`src/rtl/cave_input_ctrl.sv`:
```
// Player-input front end: PS/2 key events and MiSTer joysticks merged into
// SOCD-cleaned, coin-stretched, registered controls for the game core.
//
// Ports:
//   clk_sys, RESET (async, active-high)
//   ps2_key     [10] toggle, [9] pressed, [8] extended, [7:0] set-2 scan code
//   joystick_0/1  [0]R [1]L [2]D [3]U [4..6]B1..B3 [7]start [8]coin
//                 [9]pause [10]service
//   p1_*/p2_*   dir {U,D,L,R}, buttons {b3,b2,b1}, start, coin, pause
//   service     {service2, service1}
module cave_input_ctrl #(
    parameter int COIN_PULSE_LEN = 1_000_000,
    parameter int CNT_W          = 20
) (
    input  logic        clk_sys,
    input  logic        RESET,
    input  logic [10:0] ps2_key,
    input  logic [31:0] joystick_0,
    input  logic [31:0] joystick_1,
    output logic [3:0]  p1_dir,
    output logic [2:0]  p1_buttons,
    output logic        p1_start,
    output logic        p1_coin,
    output logic        p1_pause,
    output logic [3:0]  p2_dir,
    output logic [2:0]  p2_buttons,
    output logic        p2_start,
    output logic        p2_coin,
    output logic        p2_pause,
    output logic [1:0]  service
);

    // Key latch slots
    localparam int K1_U     = 0;
    localparam int K1_D     = 1;
    localparam int K1_L     = 2;
    localparam int K1_R     = 3;
    localparam int K1_B1    = 4;
    localparam int K1_B2    = 5;
    localparam int K1_B3    = 6;
    localparam int K1_START = 7;
    localparam int K1_COIN  = 8;
    localparam int K1_PAUSE = 9;
    localparam int K1_SVC   = 10;
    localparam int K2_U     = 11;
    localparam int K2_D     = 12;
    localparam int K2_L     = 13;
    localparam int K2_R     = 14;
    localparam int K2_B1    = 15;
    localparam int K2_B2    = 16;
    localparam int K2_B3    = 17;
    localparam int K2_START = 18;
    localparam int K2_COIN  = 19;
    localparam int K2_SVC   = 20;
    localparam int NKEYS    = 21;

    localparam logic [CNT_W-1:0] COIN_LOAD = CNT_W'(COIN_PULSE_LEN - 1);

    logic             primed;
    logic             old_toggle;
    logic [NKEYS-1:0] key_q;
    logic [NKEYS-1:0] key_hit;
    logic             key_event;

    logic [1:0]       raw_coin;
    logic [1:0]       coin_prev;
    logic [CNT_W-1:0] coin_cnt [2];

    logic u1, d1, l1, r1;
    logic u2, d2, l2, r2;

    logic unused_bits;
    assign unused_bits = ^{joystick_0[31:11], joystick_1[31:11]};

    // The priming edge only captures the toggle level, so a toggle left
    // high across reset is not mistaken for a fresh event.
    assign key_event = primed && (ps2_key[10] != old_toggle);

    // One-hot decode of the scan code into a latch slot
    always_comb begin
        key_hit = '0;
        case (ps2_key[7:0])
            8'h14: key_hit[K1_B1] = 1'b1;
            8'h11: key_hit[K1_B2] = 1'b1;
            default: begin
                if (ps2_key[8]) begin
                    case (ps2_key[7:0])
                        8'h75:   key_hit[K1_U] = 1'b1;
                        8'h72:   key_hit[K1_D] = 1'b1;
                        8'h6B:   key_hit[K1_L] = 1'b1;
                        8'h74:   key_hit[K1_R] = 1'b1;
                        default: key_hit = '0;
                    endcase
                end else begin
                    case (ps2_key[7:0])
                        8'h29:   key_hit[K1_B3]    = 1'b1;
                        8'h16:   key_hit[K1_START] = 1'b1;
                        8'h2E:   key_hit[K1_COIN]  = 1'b1;
                        8'h4D:   key_hit[K1_PAUSE] = 1'b1;
                        8'h46:   key_hit[K1_SVC]   = 1'b1;
                        8'h2D:   key_hit[K2_U]     = 1'b1;
                        8'h2B:   key_hit[K2_D]     = 1'b1;
                        8'h23:   key_hit[K2_L]     = 1'b1;
                        8'h34:   key_hit[K2_R]     = 1'b1;
                        8'h1C:   key_hit[K2_B1]    = 1'b1;
                        8'h1B:   key_hit[K2_B2]    = 1'b1;
                        8'h15:   key_hit[K2_B3]    = 1'b1;
                        8'h1E:   key_hit[K2_START] = 1'b1;
                        8'h36:   key_hit[K2_COIN]  = 1'b1;
                        8'h45:   key_hit[K2_SVC]   = 1'b1;
                        default: key_hit = '0;
                    endcase
                end
            end
        endcase
    end

    always_ff @(posedge clk_sys or posedge RESET) begin
        if (RESET) begin
            primed     <= 1'b0;
            old_toggle <= 1'b0;
            key_q      <= '0;
        end else begin
            primed     <= 1'b1;
            old_toggle <= ps2_key[10];
            if (key_event) begin
                key_q <= (key_q & ~key_hit) | (key_hit & {NKEYS{ps2_key[9]}});
            end
        end
    end

    // Raw directions: keyboard OR joystick
    assign u1 = key_q[K1_U] | joystick_0[3];
    assign d1 = key_q[K1_D] | joystick_0[2];
    assign l1 = key_q[K1_L] | joystick_0[1];
    assign r1 = key_q[K1_R] | joystick_0[0];
    assign u2 = key_q[K2_U] | joystick_1[3];
    assign d2 = key_q[K2_D] | joystick_1[2];
    assign l2 = key_q[K2_L] | joystick_1[1];
    assign r2 = key_q[K2_R] | joystick_1[0];

    assign raw_coin = {key_q[K2_COIN] | joystick_1[8],
                       key_q[K1_COIN] | joystick_0[8]};

    // Coin stretch: a rising edge arms a countdown only when idle;
    // edges during a running stretch neither reload nor extend it.
    always_ff @(posedge clk_sys or posedge RESET) begin
        if (RESET) begin
            coin_prev <= '0;
            for (int i = 0; i < 2; i++) begin
                coin_cnt[i] <= '0;
            end
        end else begin
            coin_prev <= raw_coin;
            for (int i = 0; i < 2; i++) begin
                if (raw_coin[i] && !coin_prev[i] && coin_cnt[i] == '0) begin
                    coin_cnt[i] <= COIN_LOAD;
                end else if (coin_cnt[i] != '0) begin
                    coin_cnt[i] <= coin_cnt[i] - CNT_W'(1);
                end
            end
        end
    end

    // Output registers; opposing directions cancel (SOCD neutral)
    always_ff @(posedge clk_sys or posedge RESET) begin
        if (RESET) begin
            p1_dir     <= '0;
            p1_buttons <= '0;
            p1_start   <= 1'b0;
            p1_coin    <= 1'b0;
            p1_pause   <= 1'b0;
            p2_dir     <= '0;
            p2_buttons <= '0;
            p2_start   <= 1'b0;
            p2_coin    <= 1'b0;
            p2_pause   <= 1'b0;
            service    <= '0;
        end else begin
            p1_dir     <= {u1 & ~d1, d1 & ~u1, l1 & ~r1, r1 & ~l1};
            p1_buttons <= {key_q[K1_B3] | joystick_0[6],
                           key_q[K1_B2] | joystick_0[5],
                           key_q[K1_B1] | joystick_0[4]};
            p1_start   <= key_q[K1_START] | joystick_0[7];
            p1_coin    <= (coin_cnt[0] != '0) | raw_coin[0];
            p1_pause   <= key_q[K1_PAUSE] | joystick_0[9];
            p2_dir     <= {u2 & ~d2, d2 & ~u2, l2 & ~r2, r2 & ~l2};
            p2_buttons <= {key_q[K2_B3] | joystick_1[6],
                           key_q[K2_B2] | joystick_1[5],
                           key_q[K2_B1] | joystick_1[4]};
            p2_start   <= key_q[K2_START] | joystick_1[7];
            p2_coin    <= (coin_cnt[1] != '0) | raw_coin[1];
            p2_pause   <= joystick_1[9];
            service    <= {key_q[K2_SVC] | joystick_1[10],
                           key_q[K1_SVC] | joystick_0[10]};
        end
    end

endmodule

```
`config.mk`:
```
export PLATFORM = sky130hd
export DESIGN_NAME = cave_input_ctrl
export DESIGN_NICKNAME = d
export VERILOG_FILES = /design/src/rtl/cave_input_ctrl.sv
export SDC_FILE = /design/constraint.sdc
export NUM_CORES = 1
export LEC_CHECK = 0
export ABC_AREA = 1
export CORE_MARGIN = 8
export CORE_UTILIZATION = 51
export DETAILED_ROUTE_END_ITERATION = 10
export GPL_TIMING_DRIVEN = 0
export PLACE_DENSITY = 0.86
export SETUP_SLACK_MARGIN = 0.3
export SYNTH_ARGS = -nofsm -noshare
export SYNTH_HDL_FRONTEND = slang
export SYNTH_SLANG_ARGS = --single-unit
```
`constraint.sdc`:
```
create_clock -name clk_sys -period 3.7 [get_ports clk_sys]
set_input_delay 0.555 -clock clk_sys [delete_from_list [all_inputs] [get_ports clk_sys]]
set_output_delay 0.555 -clock clk_sys [all_outputs]
set_load 0.02 [all_outputs]
```
==> results of run 1 <==
cell usage after synthesis, types with 2 or more instances:
| master | n |
|---|---|
| nand3b_1 | 4 |
| xor2_1 | 3 |
| a21o_1 | 2 |
| ha_1 | 2 |
| dfrtp_1 | 87 |
| a21oi_1 | 11 |
| nand2_1 | 119 |
| nor2_2 | 8 |
| nand4_1 | 16 |
| nor3_1 | 13 |
| nand2_2 | 3 |
| buf_6 | 2 |
| inv_2 | 3 |
| nand3_2 | 4 |
| or2_2 | 15 |
| inv_1 | 61 |
| nor2_4 | 6 |
| nand3_1 | 35 |
| nand2_4 | 3 |
| o21a_1 | 6 |
| o21ai_0 | 22 |
| xnor2_1 | 4 |
| o31ai_1 | 2 |
| nor2_1 | 84 |
power breakdown:
group | internal, mW | switching, mW | total, mW
Combinational | 0.230 | 0.360 | 0.590
Sequential | 1.07 | 0.121 | 1.19
Clock | 0.401 | 0.356 | 0.757
layer usage:
layer	wire length [um]	up-vias	share of wire
li1	-	1839	-
met1	4030	1741	0.41
met2	4890	111	0.50
met3	636	27	0.065
met4	261	0	0.027
met5	0	-	0
worst paths after layout:
| path | from | to | slack, ns |
|---|---|---|---|
| min in group asynchronous | RESET | coin_cnt[29]$_DFFE_PP0P_ | 0.48 |
| worst max register to register | coin_cnt[0]$_DFFE_PP0P_ | coin_cnt[10]$_DFFE_PP0P_ | 1.85 |
| worst max-delay path | p2_dir[0]$_DFF_PP0_ | p2_dir[0] | 1.81 |
| worst min register to register | register | p1_dir[2]$_DFF_PP0_ | 0.46 |
| max in group asynchronous | RESET | asynchronous set/reset pin | 2.62 |
| worst min-delay path | register | p1_dir[2]$_DFF_PP0_ | 0.46 |
metrics by stage:
stage	worst slack [ns]	instances	TNS (ns)
2_1_floorplan	0.895	532	0
3_3_place_gp	-0.408	693	-35.19
3_5_place_dp	1.54	694	0
4_1_cts	1.80	710	0
5_1_grt	1.71	710	0
6_report	1.81	710	0
area by class of cell:
| class | instances | area, um^2 |
|---|---|---|
| inverter | 64 | 243 |
| clock buffer | 10 | 138 |
| timing repair buffer | 57 | 588 |
| multi-input combinational | 377 | 1920 |
| buffer | 4 | 33.8 |
| tap | 105 | 131 |
| sequential | 87 | 2180 |
| clock inverter | 6 | 91.3 |
| fill | 668 | 2940 |
cells by family (layout without fill, tap and decap cells):
family | count (synthesis) | after routing | synth area share
and+or+nand+nor | 318 | 318 | 0.353
DFF | 87 | 87 | 0.498
buffers and inverters | 68 | 141 | 0.0627
AOI/OAI and AO/OA | 49 | 49 | 0.0658
xor gates and xnor gates | 7 | 7 | 0.0140
adders and majority gates | 2 | 2 | 0.00572
other | 1 | 1 | 0.000858
==> metrics.csv, run 1 <==
stage,metric,value,unit
routing,drc,0,
job,max_cap_violations,0,
yosys,synth_nets,611,
sta,fmax,529,MHz
placed_design,hpwlAfterDp,7.43,mm
finish,fin_area,5320,um^2
status,outcome,"complete, no violations",
critical_path,cp_max_fo,1,
yosys,synth_warnings,0,
clock_tree,clock_latency,0.36,ns
clock_tree,cts-resized-gates,0,
yosys,netlist_instances,532,
global_routing,gr-usage-met1,0.204,
routing,drt_wl_total,9.82,mm
finish,layout_commonest_cell,nand2_1,
min_path,min_path_cells,1,
global_routing,grtUsageMet3,0.0512,
power_and_ir_drop,p_leak,2.58,nW
yosys,synth_ff_type,dfrtp_1,
sta,period_minus_slack,1.89,ns
routing,ant_nets,0,
finish,areaGrowthSynthToFinish,21.8,%
sta,finalSetupViolations,0,
die,core,8260,um^2
finish,nets,679,
die,ios,99,
critical_path,critPathLaunchType,register,
power_and_ir_drop,power,2.54,mW
critical_path,worstPathCellList,clkdlybuf4s50_1,
critical_path,cpMaxStageDelayCell,clkdlybuf4s50_1,
finish,diodes,0,
routing,drt-vias-per-instance,5.24,
critical_path,cp_slowest_stage_delay,0.62,ns
clock_tree,post_cts_buffers,0,
global_routing,grt_overflow,0,
global_routing,grt_usage,0.181,
global_routing,grt_pass1_vias,3867,
yosys,synthesis.area,4370,um^2
sta,fin_crit_sh,0.511,
clock_tree,htreeDepth,3,
die,std_cell_rows,33,
power_and_ir_drop,p_per_area,477,nW/um^2
placed_design,placed_area,5090,um^2
yosys,synth_seq_area_share,0.498,
routing,post_drt_wl_per_cell,13.8,um
die,die_x,109,um
die,die-area,11800,um^2
critical_path,reg2reg_depth,6,
critical_path,critPathArrivalTime,1.33,ns
clock_tree,numCtsBuffers,9,
yosys,async_reset_ff_frac,1.00,
placed_design,port_buffers,56,
routing,vias,3718,
global_routing,grt_busiest_layer,met2,
finish,most-common-layout-cells,"119 x nand2_1, 87 x dfrtp_1, 84 x nor2_1",
sta,holdWs,0.459,ns
sta,clock_skew,0.00941,ns
yosys,ys_ff_latch,87,
sta,rsz0062_at_grt,no,
critical_path,endpoint_kind,primary output,
finish,drive_gt1_frac,0.117,
finish,post-route-util,0.645,
routing,drtPass1Iterations,6,
critical_path,cp_top_family,buffers and inverters,
yosys,synth_top_cell_area_share,0.498,
yosys,ys_types,41,
clock_tree,root_buffer,clkbuf_8,
global_routing,grt_pass1_wl,17.0,mm
global_routing,antenna_found_initial,0,
global_routing,grt_start_max_net_pins,72,
critical_path,worst-path-buf-inv,1,
critical_path,worstSetupPathType,register to primary output,
power_and_ir_drop,peakVddDrop,275,uV
yosys,yosys.area.top_type,dfrtp_1,
critical_path,worst-path-stages,1,
sta,finalHoldViolCount,0,
clock_tree,clock_sinks,87,
global_routing,use_met2,0.310,
die,die_h,109,um
yosys,synth_edf_count,0,
sta,finalMaxSlewViolations,0,
min_path,min_path_type,register to register,
clock_tree,clk_pin_slew,0.09,ns
die,initial_core_util,0.529,
placed_design,place.gp.congestion,0.966,
clock_tree,cts_tree,built,
routing,drt_iter0_markers,180,
yosys,postSynthAreaPerCell,8.22,um^2
clock_tree,hold_buffers,0,
critical_path,crit_required,3.14,ns
clock_tree,clk_path_buf_depth,2,
yosys,ys_top_cells_by_area,"dfrtp_1 50%, nand2_1 10%, nor2_1 7.2%",
(Power assumes the default switching activity.)
==> run 2: changes to the inputs <==
--- a/config.mk
+++ b/config.mk
@@ -7,10 +7,10 @@
 export LEC_CHECK = 0
 export ABC_AREA = 1
 export CORE_MARGIN = 8
-export CORE_UTILIZATION = 51
+export CORE_UTILIZATION = 46
 export DETAILED_ROUTE_END_ITERATION = 10
 export GPL_TIMING_DRIVEN = 0
-export PLACE_DENSITY = 0.86
+export PLACE_DENSITY = 0.82
 export SETUP_SLACK_MARGIN = 0.3
 export SYNTH_ARGS = -nofsm -noshare
 export SYNTH_HDL_FRONTEND = slang
==> constraint.sdc (replaced) <==
create_clock -name clk_sys -period 1.7 [get_ports clk_sys]
set_input_delay 0.255 -clock clk_sys [delete_from_list [all_inputs] [get_ports clk_sys]]
set_output_delay 0.255 -clock clk_sys [all_outputs]
set_load 0.02 [all_outputs]
==> run 2 against run 1 <==
- the flow now finishes with violations (setup timing)
- largest power group unchanged
- setup slack worse by 1.8 ns
- core utilization is 4.0 points higher
- worst hold slack got worse by 0.24 ns
- first-iteration DRC count increased by 71%
- via count rose by 21%
- combinational power rose to 3.7 times the previous value
- sequential power increased by 130%
- non-clock buffer count increased by 64
- total power rose to 2.5 times the previous value
==> metrics.csv, run 2 (synthesized netlist as in run 1, its figures left out) <==
stage,metric,value,unit
status,outcome,"finished, violations left",
status,violations,setup timing,
finish,layout_commonest_cell,nand2_1,
clock_tree,clock_sinks,87,
critical_path,crit_required,1.98,ns
die,ios,99,
critical_path,worstSetupPathType,register to register,
critical_path,cp_max_fo,7,
power_and_ir_drop,p_leak,3.01,nW
clock_tree,clock_latency,0.39,ns
routing,drtPass1Iterations,6,
die,core,9240,um^2
placed_design,port_buffers,56,
routing,ant_nets,0,
sta,tightestPinTransition,0.538,ns
routing,vias,4515,
job,max_cap_violations,0,
clock_tree,numCtsBuffers,9,
clock_tree,htreeDepth,3,
min_path,min_path_type,input port to asynchronous set/reset pin,
global_routing,antenna_found_initial,0,
routing,post_drt_wl_per_cell,18.3,um
critical_path,cp_top_family,simple AND/OR/NAND/NOR gates,
critical_path,rr_startpoint,coin_cnt[10]$_DFFE_PP0P_,
sta,fmax,588,MHz
global_routing,grt_start_max_net_pins,39,
die,initial_core_util,0.473,
global_routing,grt_pass1_wl,20.0,mm
critical_path,endpoint_kind,register,
placed_design,hpwlAfterDp,7.60,mm
finish,diodes,0,
clock_tree,cts_tree,built,
routing,drc,0,
sta,fin_crit_sh,1.00,
placed_design,placedCellCount,719,
die,die-area,12900,um^2
die,std_cell_rows,35,
sta,rsz0062_at_grt,yes,
sta,layout_setup_ws,-0.000217,ns
global_routing,grt_usage,0.192,
finish,most-common-layout-cells,"103 x nand2_1, 83 x dfrtp_1, 51 x buf_4",
finish,nets,743,
critical_path,cp_slowest_stage_delay,0.44,ns
sta,finalMaxSlewViolations,0,
power_and_ir_drop,p_per_area,1010,nW/um^2
critical_path,worstPathCellList,nor2_2 > nand2_2 > nor2_4 > buf_6 > nand4_4 > nand2_2 > nand2_1 > o21ai_0,
sta,setup-tns-final,-0.000217,ns
critical_path,worstSetupStartpoint,coin_cnt[10]$_DFFE_PP0P_,
critical_path,endpoint,coin_cnt[19]$_DFFE_PP0P_,
critical_path,critPathLaunchType,register,
critical_path,rrSetupSlack,-0.0002,ns
sta,clock_skew,0.0196,ns
finish,fin_cells,797,
critical_path,worst-path-buf-inv,1,
routing,drt-vias-per-instance,5.66,
sta,finalHoldViolCount,0,
critical_path,reg2reg_depth,8,
global_routing,grt_overflow,0,
routing,drt_iter0_markers,308,
critical_path,critPathArrivalTime,1.98,ns
placed_design,place.gp.congestion,0.873,
finish,drive_gt1_frac,0.344,
sta,holdWs,0.216,ns
finish,areaGrowthSynthToFinish,44.7,%
global_routing,grt_pass1_vias,4418,
clock_tree,clk_pin_slew,0.11,ns
sta,period_minus_slack,1.70,ns
sta,slew_headroom,0.640,
clock_tree,root_buffer,clkbuf_8,
critical_path,crit_top_cell,nand2_2,
sta,finalSetupViolations,1,
power_and_ir_drop,peakVddDrop,483,uV
critical_path,cpMaxStageDelayCell,dfrtp_1,
clock_tree,clk_path_buf_depth,2,
placed_design,dp_slack,-0.172,ns
critical_path,worst-path-stages,8,
critical_path,r2r-end,coin_cnt[19]$_DFFE_PP0P_,
die,die_x,113,um
die,die_h,113,um
routing,drt_wl_total,14.6,mm
-- run 2: cell types whose count changed in the layout (fill, tap and decap cells not counted), sizes merged --
cell / delta
clkinv: +1
clkdlybuf4s50: -22
dlygate4sd2: +22
clkbuf: -1
bufinv: -1
clkinvlp: +1
inv: -1
buf: +64
-- run 2: worst min-delay path by stage --
stage               cells after the start  slack [ns]                       end        start
finish                                  2        0.22  coin_cnt[29]$_DFFE_PP0P_        RESET
detailed placement                      1        0.45      service[0]$_DFF_PP0_     register
CTS                                     2        0.24   p2_buttons[0]$_DFF_PP0_        RESET
global placement                        1        0.44       p2_dir[2]$_DFF_PP0_     register
floorplan                               0        0.29      old_toggle$_DFF_PP0_  ps2_key[10]
global route                            2        0.25        p2_start$_DFF_PP0_        RESET
-- run 2: where the power goes --
part	switching (mW)	internal, mW	total, mW
combinational	1.25	0.942	2.19
clock	0.828	0.678	1.51
sequential	0.368	2.33	2.70
-- run 2: final cells by class --
cell class                      count  area, um^2
Multi-Input combinational cell    377        2360
Fill cell                         633        2920
Buffer                              4        46.3
Tap cell                          129         161
Sequential cell                    87        2180
Inverter                           64         256
Clock buffer                        9         124
Clock inverter                      6        70.1
Timing Repair Buffer              121        1120
-- run 2: metal layers --
metal | wire length, um | up-vias | track usage | share of wire
li1 | - | 1982 | - | -
met1 | 5470 | 2159 | 0.212 | 0.37
met2 | 7040 | 292 | 0.326 | 0.48
met3 | 1310 | 82 | 0.0592 | 0.090
met4 | 777 | 0 | 0.0977 | 0.053
met5 | 0 | - | 0 | 0
-- run 2: through the flow --
step | utilization | total power [mW] | cell area, um^2
final | 0.684 | 6.40 | 6320
after global routing | 0.684 | 6.64 | 6320
after CTS | 0.632 | 5.61 | 5840
after detailed placement | 0.559 | 3.91 | 5170
after global placement | 0.555 | 3.83 | 5130
after floorplan | - | 3.52 | 4410
-- run 2: worst register-to-register path: cells and delay by family (launching register included) --
| family | cells | cell delay [ns] |
|---|---|---|
| AOI/OAI and AO/OA | 1 | 0.10 |
| and+or+nand+nor | 6 | 0.92 |
| buffers and inverters | 1 | 0.14 |
| DFF | 1 | 0.44 |
-- run 2: timing repair --
item,in CTS,in global routing
setup endpoints to repair,67,59
pin swaps,27,28
hold buffers,0,0
gates resized for setup,70,96
endpoints found under the hold margin,0,0
setup buffers,38,23
gates cloned,2,0
